===== config.mk =====
export PLATFORM = sky130hd
export DESIGN_NAME = field_scanner
export DESIGN_NICKNAME = d
export VERILOG_FILES = /design/src/rtl/field_scanner.sv
export SDC_FILE = /design/constraint.sdc
export NUM_CORES = 1
export LEC_CHECK = 0
export BUFFER_PORTS_ARGS = -buffer_cell sky130_fd_sc_hd__buf_2
export CORE_UTILIZATION = 43
export DETAILED_ROUTE_END_ITERATION = 7
export PLACE_DENSITY = 0.77
export SYNTH_ARGS = -nofsm -noshare
export SYNTH_HDL_FRONTEND = slang
export SYNTH_SLANG_ARGS = --single-unit

===== constraint.sdc =====
create_clock -name clk -period 6.32 [get_ports clk]
set_input_delay 0.948 -clock clk [delete_from_list [all_inputs] [get_ports clk]]
set_output_delay 0.948 -clock clk [all_outputs]
set_load 0.02 [all_outputs]

===== src/rtl/field_scanner.sv =====
// field_scanner
// Frame sequencer for the metaball array. For each frame it walks every pixel
// in row-major order, strobes all balls with the pixel coordinate, waits for
// all of them to finish, sums their Q16.15 contributions with saturation,
// thresholds the sum and writes one bit per pixel to the frame buffer. After
// the last pixel it pulses the balls' move enable.
//
// Optional feature: define FIELD_SCANNER_WDT_EN to add a WAIT watchdog that
// forces a dark pixel and sets a sticky o_err after WDT_CYCLES cycles.
//
// Ports:
//   clk, rst        clock, synchronous active-high reset
//   i_frame_start   one-cycle request to render a frame (ignored while busy)
//   o_px_stb        pixel strobe to all balls
//   o_p_x, o_p_y    pixel coordinate, Q16.15
//   i_vld           per-ball completion flags
//   i_contrib       per-ball contributions, ball i at [32i+31:32i]
//   o_wr_en         frame-buffer write strobe
//   o_wr_addr       write address, y*COLS + x
//   o_wr_data       pixel lit (sum >= THRESH)
//   o_mov_en        one-cycle position-update pulse
//   o_busy          high from frame acceptance until o_mov_en
//   o_err           sticky watchdog flag (0 without the watchdog)
//
// state  | meaning
// IDLE   | waiting for i_frame_start
// ISSUE  | o_px_stb high for the current pixel
// SETTLE | one cycle where stale i_vld from the previous pixel is ignored
// WAIT   | waiting for all i_vld bits high
// WRITE  | o_wr_en high, coordinates advance
// MOVE   | last pixel written, o_mov_en issued next
module field_scanner #(
  parameter int          N_BALLS    = 4,
  parameter int          COLS       = 32,
  parameter int          ROWS       = 64,
  parameter logic [31:0] THRESH     = 32'h0000_8000,
  parameter int          WDT_CYCLES = 255,
  localparam int         AW         = (COLS * ROWS > 1) ? $clog2(COLS * ROWS) : 1
) (
  input  logic                   clk,
  input  logic                   rst,
  input  logic                   i_frame_start,
  output logic                   o_px_stb,
  output logic [31:0]            o_p_x,
  output logic [31:0]            o_p_y,
  input  logic [N_BALLS-1:0]     i_vld,
  input  logic [32*N_BALLS-1:0]  i_contrib,
  output logic                   o_wr_en,
  output logic [AW-1:0]          o_wr_addr,
  output logic                   o_wr_data,
  output logic                   o_mov_en,
  output logic                   o_busy,
  output logic                   o_err
);

  localparam int XW = (COLS > 1) ? $clog2(COLS) : 1;
  localparam int YW = (ROWS > 1) ? $clog2(ROWS) : 1;
  localparam logic [XW-1:0] X_LAST = XW'(COLS - 1);
  localparam logic [YW-1:0] Y_LAST = YW'(ROWS - 1);

  typedef enum logic [2:0] {
    S_IDLE, S_ISSUE, S_SETTLE, S_WAIT, S_WRITE, S_MOVE
  } state_t;

  state_t        r_state;
  logic [XW-1:0] r_x;
  logic [YW-1:0] r_y;

  logic [34:0]   w_sum;
  logic [31:0]   w_sat;
  logic          w_done;
  logic          w_last;
  logic          w_wdt_to;
  logic [XW-1:0] w_nx;
  logic [YW-1:0] w_ny;
  logic [AW-1:0] w_addr;

  // 35 bits holds the sum of up to 8 full-scale words without overflow.
  always_comb begin
    w_sum = '0;
    for (int i = 0; i < N_BALLS; i++)
      w_sum = w_sum + {3'b000, i_contrib[32*i +: 32]};
    w_sat = (|w_sum[34:32]) ? 32'hFFFF_FFFF : w_sum[31:0];
  end

  always_comb begin
    w_done = &i_vld;
    w_last = (r_x == X_LAST) && (r_y == Y_LAST);
    w_addr = AW'(r_y) * AW'(COLS) + AW'(r_x);
    if (r_x == X_LAST) begin
      w_nx = '0;
      w_ny = r_y + 1'b1;
    end else begin
      w_nx = r_x + 1'b1;
      w_ny = r_y;
    end
  end

`ifdef FIELD_SCANNER_WDT_EN
  localparam int WW = $clog2(WDT_CYCLES + 1);
  logic [WW-1:0] r_wdt;
  logic          r_err;

  // Counter holds the number of WAIT cycles already spent without completion.
  assign w_wdt_to = (r_wdt == WW'(WDT_CYCLES - 1));

  always_ff @(posedge clk) begin
    if (rst) begin
      r_wdt <= '0;
      r_err <= 1'b0;
    end else begin
      if (r_state == S_SETTLE)
        r_wdt <= '0;
      else if (r_state == S_WAIT && !w_done)
        r_wdt <= r_wdt + 1'b1;
      if (r_state == S_WAIT && !w_done && w_wdt_to)
        r_err <= 1'b1;
    end
  end

  assign o_err = r_err;
`else
  // No watchdog: WAIT blocks until completion. The parameter stays referenced
  // so both builds share one parameter list without unused-parameter noise.
  assign w_wdt_to = 1'b0 && (WDT_CYCLES > 0);
  assign o_err    = 1'b0;
`endif

  always_ff @(posedge clk) begin
    if (rst) begin
      r_state   <= S_IDLE;
      r_x       <= '0;
      r_y       <= '0;
      o_px_stb  <= 1'b0;
      o_p_x     <= '0;
      o_p_y     <= '0;
      o_wr_en   <= 1'b0;
      o_wr_addr <= '0;
      o_wr_data <= 1'b0;
      o_mov_en  <= 1'b0;
      o_busy    <= 1'b0;
    end else begin
      o_px_stb <= 1'b0;
      o_wr_en  <= 1'b0;
      o_mov_en <= 1'b0;
      case (r_state)
        S_IDLE: begin
          if (i_frame_start) begin
            r_x      <= '0;
            r_y      <= '0;
            o_p_x    <= '0;
            o_p_y    <= '0;
            o_px_stb <= 1'b1;
            o_busy   <= 1'b1;
            r_state  <= S_ISSUE;
          end
        end
        S_ISSUE:  r_state <= S_SETTLE;
        S_SETTLE: r_state <= S_WAIT;
        S_WAIT: begin
          if (w_done || w_wdt_to) begin
            o_wr_en   <= 1'b1;
            o_wr_addr <= w_addr;
            o_wr_data <= w_done && (w_sat >= THRESH);
            r_state   <= S_WRITE;
          end
        end
        S_WRITE: begin
          if (w_last) begin
            r_x     <= '0;
            r_y     <= '0;
            r_state <= S_MOVE;
          end else begin
            r_x      <= w_nx;
            r_y      <= w_ny;
            o_p_x    <= 32'(w_nx) << 15;
            o_p_y    <= 32'(w_ny) << 15;
            o_px_stb <= 1'b1;
            r_state  <= S_ISSUE;
          end
        end
        S_MOVE: begin
          o_mov_en <= 1'b1;
          o_busy   <= 1'b0;
          r_state  <= S_IDLE;
        end
        default: r_state <= S_IDLE;
      endcase
    end
  end

endmodule


==> flow_metrics.env <==
export IMPL_first_pass_iters=4
export IMPL_cp_slowest_cell="fa_1"
export IMPL_cp_start_kind="primary input"
export IMPL_dr_first_iter_drc_count=241
export IMPL_viasPerCell=4.767
export IMPL_worst_slack_ns=1.933
export IMPL_htree_levels=2
export IMPL_cts_resized=0
export IMPL_num_rows=41
export IMPL_reg2reg_depth=10
export IMPL_p_per_area_mw_per_mm2=224.3
export IMPL_yosys_area_top_type="fa_1"
export IMPL_ant_nets=0
export IMPL_drive_above_1_share=0.2020
export IMPL_ys_seq_elements=41
export IMPL_cpPeakStageDelay_ns=0.52
export IMPL_crit_type="primary input to flip-flop"
export IMPL_grt_first_pass_wirelength_um=21420
export IMPL_clockBufferDepth=2
export IMPL_placedInstanceArea_mm2=0.006496
export IMPL_final_setup_tns_ns=0
export IMPL_synthArstFlopShare=0
export IMPL_leakage_nw=3.660
export IMPL_die_y_um=117.4
export IMPL_postLayoutCellArea_mm2=0.006639
export IMPL_critPathBufInv=3
export IMPL_crit_family="adder cells"
export IMPL_insertion_delay_ns=0.28
export IMPL_setup_viol=0
export IMPL_cts_tree="yes"
export IMPL_r2r_start="r_x[0]"
export IMPL_rrSetupSlack_ns=3.67
export IMPL_crit_arrival_ns=4.55
export IMPL_fillers=1274
export IMPL_fmax_mhz=228.0
export IMPL_area_growth_pct=15.95
export IMPL_numCtsBuffers=5
export IMPL_drv_slew=0
export IMPL_hold_end="o_p_x[19]"
export IMPL_grt_pass1_vias=4791
export IMPL_synth_common_cells="inv_1 (191), fa_1 (64), a21oi_1 (59)"
export IMPL_relSlewSlack=0.5272
export IMPL_endpoint_kind="flip-flop"
export IMPL_pre_cts_slack_ns=1.654
export IMPL_antenna_found_initial=0
export IMPL_cts_num_sinks=41
export IMPL_hold_viol=0
export IMPL_clkSlewWorstSetupHoldPaths_ns=0.06
export IMPL_vias=5091
export IMPL_fin_crit_ns=4.387
export IMPL_post_drt_wl_per_cell_um=11.83
export IMPL_multi_input_area_mm2=0.003923
export IMPL_status="finished, final reports clean"
export IMPL_track_usage=0.1850
export IMPL_synth_edff_count=0
export IMPL_postCtsHoldBufs=0
export IMPL_n_antenna_cell=0
export IMPL_whs_path_depth=2
export IMPL_min_period_over_period=0.6941
export IMPL_dpl_hpwl_um=10750
export IMPL_fin_skew_ns=0.002932
export IMPL_drv_cap=0
export IMPL_synthTopCellsByArea="fa_1 (22%), dfxtp_1 (14%), inv_1 (13%)"
export IMPL_avgSynthCellArea_um2=7.706
export IMPL_cts_root_buf="clkbuf_16"
export IMPL_grt_overflow=0
export IMPL_synth_top_area_share=0.2238
export IMPL_die_w_um=117.4
export IMPL_synth_cells=743
export IMPL_worstMarginPinSlew_ns=0.7093
export IMPL_crit_fanout=8
export IMPL_synth_most_common_cell="inv_1"
export IMPL_yosysWarnings=0
export IMPL_hp_start="o_p_x[19]"
export IMPL_fp_coreArea_mm2=0.01282
export IMPL_required_ns=6.48
export IMPL_ys_types=53
export IMPL_place_port_buffers=161
export IMPL_route_detailed_drc=0
export IMPL_boundaryPins=216
export IMPL_die_area_mm2=0.01378
export IMPL_crit_chain="buf_2 -> inv_1 -> fa_1 -> fa_1 -> inv_1 -> ha_1 -> and3_4 -> nor3b_4 -> a22oi_2 -> a21oi_2 -> or4_1 -> a2111o_1 -> a221o_1 -> nor4_2 -> a21oi_1"
export IMPL_min_path_type="flip-flop to flip-flop"
export IMPL_r2r_end="o_p_y[18]"
export IMPL_grt_max_degree=42
export IMPL_syn_cell_area_mm2=0.005725
export IMPL_start_util=0.4464
export IMPL_totalWireLength_um=12640
export IMPL_grt_setup_unrepaired="no"
export IMPL_final_nets=1130
export IMPL_ff_latch_area_um2=820.8
export IMPL_finalPower_mw=1.489
export IMPL_ir_drop_mv=0.1353
export IMPL_postCtsSetupRepairBufs=0
export IMPL_gp_congestion=0.8872
export IMPL_ys_seq_area_frac=0.1434
export IMPL_ys_flop_type="dfxtp_1"
-- worst min-delay path: stages, from the launching register on --
cell	delay, ns
dfxtp_1	0.31
nand2_1	0.05
a21oi_1	0.05
-- final cells by class --
class / instances / share of cell area
clock inverters: 3 / 0.002639
flip-flops and latches: 41 / 0.1236
clock buffers: 5 / 0.01885
inverters: 191 / 0.1080
repair buffers: 163 / 0.1236
multi-input cells: 493 / 0.5908
well taps: 172 / 0.03242
-- cells in the final DEF (no fill, tap or decap), drive strengths merged, types with 2 or more instances in the layout --
cell       n
a211o      3
a211oi     8
a21o      10
a21oi     60
a22oi      6
a31oi      2
a41o       2
and3       6
buf      163
clkbuf     5
clkinv     2
conb      54
dfxtp     41
fa        64
ha        36
inv      191
mux2i     11
nand2     41
nand2b     3
nand3     11
nand3b     2
nand4     13
nand4b     2
nor2      49
nor2b      4
nor3      12
nor3b      3
nor4       4
o2111ai    3
o211a      2
o211ai     8
o21a       4
o21ai     34
o21bai     4
o31ai      5
or3        2
or4        3
xnor2      5
xor2       7
-- metal layers --
layer / vias up / track usage / share of wire
met5: - / 0 / 0
met4: 0 / 0.04627 / 0.013
met3: 16 / 0.02383 / 0.052
met2: 178 / 0.3162 / 0.48
met1: 2317 / 0.2458 / 0.46
li1: 2580 / - / -
-- flip-flops by register name, summed over array words and instances (netlist names), 3 cells and up --
| signal | cells |
|---|---|
| o_p_x | 5 |
| o_p_y | 6 |
| o_wr_addr | 11 |
| r_state | 3 |
| r_x | 5 |
| r_y | 6 |
-- worst max-delay path by stage --
stage / from / to / slack [ns] / cells past startpoint
after floorplan: i_contrib[16] / o_wr_data / 2.00 / 14
after global placement: i_contrib[16] / o_wr_data / 1.72 / 15
after detailed placement: i_contrib[16] / o_wr_data / 1.65 / 15
after CTS: i_contrib[16] / o_wr_data / 1.94 / 15
after global routing: i_contrib[1] / o_wr_data / 1.74 / 17
final: i_contrib[16] / o_wr_data / 1.93 / 15
-- kinds of logic after synthesis --
logic type,after synthesis,synth area share
adders and majority gates,100,0.3024
muxes,12,0.02120
buffers and inverters,262,0.2072
xor gates and xnor gates,12,0.01836
AOI/OAI and AO/OA,158,0.1724
other,1,0.0006550
and+or+nand+nor,157,0.1344
DFF,41,0.1434
-- power by group --
group | leakage [nW] | internal (mW) | switching [mW]
Combinational | 3.26 | 0.379 | 0.606
Clock | 0.0696 | 0.144 | 0.0974
Sequential | 0.331 | 0.261 | 0.00206
Total | 3.66 | 0.784 | 0.705
-- stage by stage --
stage | std cells | hold WS, ns | util
6_report | 1068 | 0.4548 | 0.5177
5_1_grt | 1068 | 0.4679 | 0.5177
4_1_cts | 1068 | 0.4543 | 0.5177
3_5_place_dp | 1060 | 0.4463 | 0.5065
2_1_floorplan | 796 | 0.4472 | -
3_3_place_gp | 1060 | 0.4429 | 0.5065
No activity file was read; power rests on OpenSTA's default activity.
